==> config.mk <==
export PLATFORM = sky130hd
export DESIGN_NAME = pipeline_hazard_ctrl
export DESIGN_NICKNAME = d
export VERILOG_FILES = /design/src/rtl/pipeline_hazard_ctrl.sv
export SDC_FILE = /design/constraint.sdc
export NUM_CORES = 1
export LEC_CHECK = 0
export ABC_AREA = 1
export ABC_CLOCK_PERIOD_IN_PS = 1970
export BUFFER_PORTS_ARGS = -buffer_cell sky130_fd_sc_hd__buf_4
export CAP_MARGIN = 10
export CORE_UTILIZATION = 29
export DETAILED_ROUTE_END_ITERATION = 8
export HOLD_SLACK_MARGIN = 0.05
export SYNTH_ARGS = -nofsm -noshare
export SYNTH_HDL_FRONTEND = slang
export SYNTH_SLANG_ARGS = --single-unit
==> constraint.sdc <==
create_clock -name clk -period 1.97 [get_ports clk]
set_input_delay 0.4925 -clock clk [delete_from_list [all_inputs] [get_ports clk]]
set_output_delay 0.4925 -clock clk [all_outputs]
set_load 0.01 [all_outputs]
==> src/rtl/pipeline_hazard_ctrl.sv <==
// pipeline_hazard_ctrl
//   Central stall/flush sequencer for the 5-stage MIPS pipeline. Resolves
//   load-use hazards, EX-stage redirects, multi-cycle MULT/DIV occupancy of
//   EX and the terminal syscall halt. Keeps saturating stall/flush counters
//   for the LED/segment display.
// Ports:
//   clk, rst                 clock, synchronous active-high reset
//   id_rs/id_rt/id_uses_*    source operands of the ID instruction
//   id_mdu_start             ID instruction is MULT/MULTU/DIV/DIVU
//   ex_memread/ex_regwrite/ex_wreg  EX instruction load/writeback info
//   ex_redirect, ex_halt     EX-stage redirect and syscall-exit
//   *_en, *_flush            pipeline register enables / synchronous clears
//   mdu_busy, halted         status
//   stall_cnt, flush_cnt     saturating statistics counters
module pipeline_hazard_ctrl #(
  parameter int unsigned MDU_LATENCY = 4,
  parameter int unsigned CNT_W       = 3
) (
  input  logic        clk,
  input  logic        rst,
  input  logic [4:0]  id_rs,
  input  logic [4:0]  id_rt,
  input  logic        id_uses_rs,
  input  logic        id_uses_rt,
  input  logic        id_mdu_start,
  input  logic        ex_memread,
  input  logic        ex_regwrite,
  input  logic [4:0]  ex_wreg,
  input  logic        ex_redirect,
  input  logic        ex_halt,
  output logic        pc_en,
  output logic        if_id_en,
  output logic        if_id_flush,
  output logic        id_ex_en,
  output logic        id_ex_flush,
  output logic        ex_mem_en,
  output logic        ex_mem_flush,
  output logic        mem_wb_en,
  output logic        mdu_busy,
  output logic        halted,
  output logic [15:0] stall_cnt,
  output logic [15:0] flush_cnt
);

  typedef enum logic [1:0] {RUN, MDU_WAIT, HALT} state_t;

  state_t           state, state_nxt;
  logic [CNT_W-1:0] cnt, cnt_nxt;
  logic             load_use;
  logic             eval_run;
  logic             flush_inc;
  logic             stall_inc;

  assign load_use = ex_memread & ex_regwrite & (ex_wreg != 5'd0) &
                    ((id_uses_rs & (id_rs == ex_wreg)) |
                     (id_uses_rt & (id_rt == ex_wreg)));

  always_comb begin
    pc_en        = 1'b1;
    if_id_en     = 1'b1;
    if_id_flush  = 1'b0;
    id_ex_en     = 1'b1;
    id_ex_flush  = 1'b0;
    ex_mem_en    = 1'b1;
    ex_mem_flush = 1'b0;
    mem_wb_en    = 1'b1;
    mdu_busy     = 1'b0;
    halted       = 1'b0;
    state_nxt    = state;
    cnt_nxt      = cnt;
    eval_run     = 1'b0;
    flush_inc    = 1'b0;

    // During reset every output keeps its default value.
    if (!rst) begin
      case (state)
        HALT: begin
          pc_en       = 1'b0;
          if_id_en    = 1'b0;
          id_ex_flush = 1'b1;
          halted      = 1'b1;
        end
        MDU_WAIT: begin
          if (cnt != '0) begin
            pc_en        = 1'b0;
            if_id_en     = 1'b0;
            id_ex_en     = 1'b0;
            ex_mem_flush = 1'b1;
            mdu_busy     = 1'b1;
            cnt_nxt      = cnt - 1'b1;
          end else begin
            // Last MDU cycle behaves as RUN so a following MDU op can chain.
            eval_run = 1'b1;
          end
        end
        default: eval_run = 1'b1;
      endcase

      if (eval_run) begin
        state_nxt = RUN;
        if (ex_halt) begin
          pc_en       = 1'b0;
          if_id_flush = 1'b1;
          id_ex_flush = 1'b1;
          state_nxt   = HALT;
        end else if (ex_redirect) begin
          if_id_flush = 1'b1;
          id_ex_flush = 1'b1;
          flush_inc   = 1'b1;
        end else if (load_use) begin
          pc_en       = 1'b0;
          if_id_en    = 1'b0;
          id_ex_flush = 1'b1;
        end else if (id_mdu_start) begin
          state_nxt = MDU_WAIT;
          cnt_nxt   = CNT_W'(MDU_LATENCY - 1);
        end
      end
    end
  end

  // HALT-entry cycle is evaluated in RUN, so it is counted here naturally.
  assign stall_inc = !rst && !pc_en && (state != HALT);

  always_ff @(posedge clk) begin
    if (rst) begin
      state     <= RUN;
      cnt       <= '0;
      stall_cnt <= '0;
      flush_cnt <= '0;
    end else begin
      state <= state_nxt;
      cnt   <= cnt_nxt;
      if (stall_inc && (stall_cnt != '1)) stall_cnt <= stall_cnt + 16'd1;
      if (flush_inc && (flush_cnt != '1)) flush_cnt <= flush_cnt + 16'd1;
    end
  end

endmodule

==> summary.md, run 1 <==
| Metric | Value |
|---|---|
| Synth warn | `0` |
| Via count | `2539` |
| Final net count | `473` |
| Sw Ratio | `0.270` |
| Worst-path clk slew | `0.08 ns` |
| Main area contributors after synthesis | `dfxtp_1 (31%), nand2_1 (14%), inv_1 (7.6%)` |
| Most frequent cells in the layout | `nand2_1 (91), buf_4 (77), inv_1 (41)` |
| Initial Utilization | `0.297` |
| Hold WC Path Type | `register to register` |
| CTS max path bufs | `2` |
| PwrDens | `492 nW/um^2` |
| Crit share post-route | `1.08` |
| Register area share after synthesis | `0.305` |
| Worst VDD drop | `0.265 mV` |
| Initial antenna violation count | `0` |
| Leading area contributor after synthesis | `dfxtp_1` |
| Largest net degree at the start of global routing | `22` |
| Predominant post-synthesis flop cell | `dfxtp_1` |
| Cts bufs inserted | `5` |
| Per-cell routed wire length | `11.3 microns` |
| Die Y-Extent | `93.5 microns` |
| Core area | `8180 sq um` |
| Final Setup Violations | `5` |
| Hold buffer count at cts | `0` |
| Critical path startpoint category | `register` |
| Final core utilization | `0.409` |
| Max FO, Critical Path | `3` |
| H-Tree Depth | `2` |
| Clk root buf | `clkbuf_8` |
| Ant. Diodes | `0` |
| Starting DRC count in detailed routing | `70` |
| DP HPWL | `4830 microns` |
| GR Overflow Total | `0` |
| Number of global-route vias before repair | `2397` |
| Unrepaired setup endpoints after global routing | `yes` |
| Worst setup margin | `-0.160 ns` |
| CTS tree | `yes` |
| Ports | `66` |
| CP dominant cell by count | `nor2_2` |
| Crit path DAT | `1.64 ns` |
| Filler instances | `860` |
| Clk sinks | `37` |
| Max_cap viols | `0` |
| Clk Latency, worst-skew pair | `0.29 ns` |
| Setup CP Type | `register to primary output` |
| EDFF count, synth | `0` |
| Die width | `93.5 microns` |
| Multi-input gate area | `1480 sq um` |
| Detailed Route WL | `6250 microns` |
| Worst setup EP type | `primary output` |
| Synth Register Bits | `37` |
| Post-DRT Antenna Nets | `0` |
| Pint | `1.20 mW` |
| Via-per-instance ratio | `4.61` |
| First-pass GRT wire length | `10700 microns` |
| Failing checks | `negative setup slack` |
| Minimum clock period | `2.13 ns` |
| P_leak | `1.50 nW` |
| Drt pass-1 iters | `4` |
| Worst EP required | `1.48 ns` |
| FMAX | `469 MHz` |
| Post-Syn Area | `2430 sq um` |
| Tot GR Track Use | `0.152` |
| Psw | `445 uW` |
| Worst-path cell chain | `inv_2, ha_4, inv_2, nor2_2, nor2_2, nor2_2, nand2_2, nor3_4, nand3b_1, inv_1, buf_6` |
| Asr flop ratio synth | `0` |
| Core Rows | `33` |
| Global placement routability congestion | `0.803` |
| Fin. max-slew vios | `0` |
| Combinational share of power | `0.174` |
| Post-route setup TNS | `-0.465 ns` |
| Avg Cell Area, Syn | `6.69 sq um` |
| Max Clock Skew | `0.00365 ns` |
| Worst Path Buf+Inv | `4` |
| Register area | `743 sq um` |
| Commonest non-fill, non-tap cell in the layout | `nand2_1` |
| Status | `finished with violations` |
| Crit path max-delay cell type | `dfxtp_2` |
| Post-Synthesis Cells | `363` |
| Final Hold Fails | `0` |
| Area grow syn2layout | `37.8%` |
| # DRC | `0` |
| Reg power frac | `0.466` |
| Die area | `8740 sq um` |
| Crit-path leading delay family | `simple AND/OR/NAND/NOR gates` |
| Count of input and output buffers | `63` |
| Synth cell types | `34` |
| Yosys top cell area share | `0.305` |
| Clock Power Share | `0.360` |
| Max incr delay on CP | `0.33 ns` |
| Layout cells sized above 1 | `0.318` |
[through the flow]
stage	area (sq um)	std cells	power (mW)	setup WS (ns)	hold WS (ns)
after floorplan	2430	364	0.928	0.0504	0.464
after global placement	3110	542	1.04	-0.160	0.471
after detailed placement	3110	542	1.04	-0.168	0.480
after CTS	3320	552	1.67	-0.220	0.498
after global routing	3350	551	1.73	-0.289	0.525
final	3350	551	1.65	-0.160	0.495
[synthesized netlist by cell type, drive strengths merged, types with 2 or more instances]
cell and n:
a21oi 28, a31oi 2, buf 10, clkbuf 2, dfxtp 37, ha 4
inv 54, nand2 95, nand3 18, nand3b 3, nand4 24, nor2 38
nor3 16, nor4 4, o21ai 7, xnor2 4, xor2 13
[layout make-up]
cell class / count / area share
Clock inverter: 1 / 0.00150
Sequential cell: 37 / 0.222
Timing Repair Buffer: 86 / 0.203
Tap cell: 105 / 0.0393
Multi-Input combinational cell: 260 / 0.443
Clock buffer: 7 / 0.0288
Inverter: 55 / 0.0625
[worst paths after layout]
path	startpoint	to	slack, ns	depth (start not counted)
worst min-delay path	cnt[1]	cnt[1]	0.49	2
worst max register to register	cnt[0]	flush_cnt[10]	0.12	14
worst min register to register	cnt[1]	cnt[1]	0.49	2
worst max-delay path	cnt[0]	id_ex_flush	-0.16	11
[state kept, by name, summed over array words and instances (netlist names)]
name and cells:
stall_cnt 16, flush_cnt 16, cnt 3, state 2
[metal layers]
layer / vias up / wire length (microns) / global-route usage
met1: 1154 / 2920 / 0.187
met2: 45 / 3040 / 0.271
met5: - / 0 / 0
li1: 1333 / - / -
met3: 7 / 224 / 0.0285
met4: 0 / 55 / 0.0385
[cell families (layout without fill, tap and decap cells)]
group / after synthesis / after routing / synth area share
AND/OR/NAND/NOR: 200 / 200 / 0.413
flip-flops: 37 / 37 / 0.305
adder cells (fa/ha/maj): 4 / 4 / 0.0206
AO/OA/AOI/OAI: 37 / 37 / 0.0773
other: 1 / 2 / 0.00154
XOR/XNOR: 17 / 17 / 0.0613
buffers and inverters: 67 / 149 / 0.121
[power by group through the flow]
stage	logic [mW]	clock network (mW)	registers, mW
2_1_floorplan	0.141	0	0.786
3_3_place_gp	0.255	0	0.784
3_5_place_dp	0.258	0	0.784
4_1_cts	0.284	0.617	0.768
5_1_grt	0.320	0.639	0.769
6_report	0.287	0.593	0.768
[worst register-to-register path, cell delays in order (launching register included)]
cell	delay (ns)
dfxtp_2	0.33
inv_2	0.07
ha_4	0.13
inv_2	0.03
nor2_2	0.08
nor2_2	0.05
nor2_2	0.13
nand2_1	0.10
buf_6	0.13
inv_4	0.04
nand4_4	0.14
nor2_4	0.18
nand2_1	0.12
o21ai_1	0.16
a21oi_1	0.05
[what timing repair did]
item,4_1_cts,5_1_grt
buffers inserted,2,1
endpoints found under the setup margin,7,40
pin swaps,8,9
resized for setup,27,14
Note: power is estimated with default switching activity, not from simulation.
==> run 2, diff against run 1 <==
--- a/config.mk
+++ b/config.mk
@@ -7,11 +7,12 @@
 export LEC_CHECK = 0
 export ABC_AREA = 1
 export ABC_CLOCK_PERIOD_IN_PS = 1970
-export BUFFER_PORTS_ARGS = -buffer_cell sky130_fd_sc_hd__buf_4
 export CAP_MARGIN = 10
-export CORE_UTILIZATION = 29
+export CORE_UTILIZATION = 57
 export DETAILED_ROUTE_END_ITERATION = 8
+export DONT_BUFFER_PORTS = 1
 export HOLD_SLACK_MARGIN = 0.05
+export PLACE_DENSITY = 0.75
 export SYNTH_ARGS = -nofsm -noshare
 export SYNTH_HDL_FRONTEND = slang
 export SYNTH_SLANG_ARGS = --single-unit
==> run 2 against run 1 <==
Effect of this change:
- critical path type unchanged
- sequential share of layout area grew 2.8 points
- register-to-register slack lost 0.10 ns
- non-clock buffer count shrank 44
- sequential cell count is the same
- fmax grew 2.6%
- power shrank 7.0%
- the run still ends with negative setup slack left
- clock skew grew 0.0041 ns
- final cell count shrank 18%
- via count shrank 2.2%
- wire length shrank 2.0%
==> summary.md, run 2 (synthesis gave the netlist of run 1 again) <==
| Metric | Value |
|---|---|
| Drt pass-1 iters | `4 (unchanged)` |
| Crit path max-delay cell type | `dfxtp_2 (unchanged)` |
| Count of input and output buffers | `0 (was 63)` |
| CTS max path bufs | `2 (unchanged)` |
| Ant. Diodes | `0 (unchanged)` |
| PwrDens | `517 nW/um^2 (was 492 nW/um^2)` |
| H-Tree Depth | `2 (unchanged)` |
| Worst setup margin | `-0.107 ns (was -0.160 ns)` |
| Max_cap viols | `0 (unchanged)` |
| Worst-path cell chain | `inv_2, ha_4, inv_4, nor2_4, nor2_4, nor2_4, buf_6, nand2_4, nand2_2, inv_2, nand2_2, nand2_4, inv_4 (was inv_2, ha_4, inv_2, nor2_2, nor2_2, nor2_2, nand2_2, nor3_4, nand3b_1, inv_1, buf_6)` |
| Regs by FF count | `flush_cnt: 16 flops, stall_cnt: 16 flops, cnt: 3 flops (unchanged)` |
| Die area | `4520 sq um (was 8740 sq um)` |
| Starting DRC count in detailed routing | `155 (was 70)` |
| FMAX | `481 MHz (was 469 MHz)` |
| Ports | `66 (unchanged)` |
| Clk sinks | `37 (unchanged)` |
| Via count | `2484 (was 2539)` |
| Worst-path clk slew | `0.07 ns (was 0.08 ns)` |
| Minimum clock period | `2.08 ns (was 2.13 ns)` |
| Most frequent cells in the layout | `nand2_1 (89), inv_1 (41), buf_4 (37) (was nand2_1 (91), buf_4 (77), inv_1 (41))` |
| P_leak | `1.29 nW (was 1.50 nW)` |
| CTS tree | `yes (unchanged)` |
| Layout cells sized above 1 | `0.241 (was 0.318)` |
| First-pass GRT wire length | `9560 microns (was 10700 microns)` |
| Per-cell routed wire length | `13.5 microns (was 11.3 microns)` |
| Core Rows | `23 (was 33)` |
| Post-DRT Antenna Nets | `0 (unchanged)` |
| Worst VDD drop | `0.376 mV (was 0.265 mV)` |
| Max incr delay on CP | `0.33 ns (about the same)` |
| Area grow syn2layout | `22.2% (was 37.8%)` |
| Max Clock Skew | `0.00771 ns (was 0.00365 ns)` |
| Hold buffer count at cts | `0 (unchanged)` |
| Final net count | `430 (was 473)` |
| GR Overflow Total | `0 (unchanged)` |
| Hold WS | `0.247 ns (was 0.495 ns)` |
| Clk root buf | `clkbuf_8 (unchanged)` |
| Unrepaired setup endpoints after global routing | `yes (unchanged)` |
| Initial antenna violation count | `0 (unchanged)` |
| Design Area, Final | `2970 sq um (was 3350 sq um)` |
| DP HPWL | `4110 microns (was 4830 microns)` |
| Die Y-Extent | `67.3 microns (was 93.5 microns)` |
| Crit share post-route | `1.05 (was 1.08)` |
| Initial Utilization | `0.598 (was 0.297)` |
| Global placement routability congestion | `0.856 (was 0.803)` |
| Commonest non-fill, non-tap cell in the layout | `nand2_1 (unchanged)` |
| Crit path DAT | `1.58 ns (was 1.64 ns)` |
| Core area | `4060 sq um (was 8180 sq um)` |
| Via-per-instance ratio | `5.48 (was 4.61)` |
| Max FO, Critical Path | `3 (unchanged)` |
| Tot GR Track Use | `0.278 (was 0.152)` |
| Final Hold Fails | `0 (unchanged)` |
| Final Setup Violations | `6 (was 5)` |
| Hold WC Path Type | `primary input to register (was register to register)` |
| Placed cell areas | `2590 sq um (was 3110 sq um)` |
| Die width | `67.3 microns (was 93.5 microns)` |
| CP dominant cell by count | `nor2_4 (was nor2_2)` |
| Cts bufs inserted | `5 (unchanged)` |
| Clk Latency, worst-skew pair | `0.30 ns (was 0.29 ns)` |
| Fin. max-slew vios | `0 (unchanged)` |
| Status | `finished with violations (unchanged)` |
| Detailed Route WL | `6130 microns (was 6250 microns)` |
| Number of global-route vias before repair | `2365 (was 2397)` |
| Critical path startpoint category | `register (unchanged)` |
| Filler instances | `322 (was 860)` |
| Worst EP required | `1.48 ns (about the same)` |
| # DRC | `0 (unchanged)` |
| Largest net degree at the start of global routing | `30 (was 22)` |
| Failing checks | `negative setup slack (unchanged)` |
| Worst setup EP type | `primary output (unchanged)` |
| Setup CP Type | `register to primary output (unchanged)` |
[run 2: changes by cell type in the layout (fill, tap and decap cells not counted), moves of 2 or more]
cell / delta
buf_4: -40
buf_6: -4
nor2_2: -4
clkbuf_1: +3
a31oi_1: -2
clkbuf_8: -2
inv_2: -2
nand2_1: -2
nand3_4: +2
nor2_1: +2
nor2_4: +2
[run 2: area by class of cell]
class,count,area (sq um),share of cell area
sequential,37,743,0.251
inverter,55,216,0.0730
clock buffer,8,80.1,0.0270
timing repair buffer,42,334,0.113
multi-input combinational,261,1530,0.516
tap,50,62.6,0.0211
[run 2: final timing paths]
check	start	end	cells after the start	slack [ns]
min	rst	cnt[0]	1	0.25
max	cnt[0]	pc_en	13	-0.11
min reg2reg	cnt[1]	cnt[1]	2	0.50
max reg2reg	cnt[0]	flush_cnt[12]	14	0.02
[run 2: metrics by stage]
stage                     utilization  total power [mW]  TNS, ns  instances  setup slack [ns]
after global placement          0.640             0.946        0        427             0.106
after CTS                       0.697              1.50   -0.942        448            -0.185
final                           0.731              1.53   -0.346        453            -0.107
after detailed placement        0.640             0.949        0        427            0.0232
after global routing            0.731              1.59    -2.72        453            -0.188
after floorplan                     -             0.928        0        364            0.0504
[run 2: timing repair]
action                     4_1_cts  5_1_grt
pin swaps                        9       13
resized for setup               23       21
buffers inserted                13        7
setup endpoints to repair        7       38
cloned                           0        1
[run 2: report_power, final]
group	leakage [nW]	internal, mW	switching (mW)	total (mW)
Sequential	0.300	0.760	0.00712	0.767
Clock	0.0395	0.251	0.267	0.519
Combinational	0.955	0.101	0.147	0.248
Total	1.29	1.11	0.421	1.53
[run 2: critical path: cells and delay by family, from the launching register on]
family        cells  cell delay [ns]
flops             1             0.33
fa+ha+maj         1             0.16
simple gates      7             0.44
buf+inv           5             0.36
[run 2: layer usage]
metal	wire length (microns)	GRT usage	share of wire
met4	108	0.133	0.018
met1	2560	0.301	0.42
met5	0	0	0
met2	3110	0.499	0.51
met3	337	0.0709	0.055
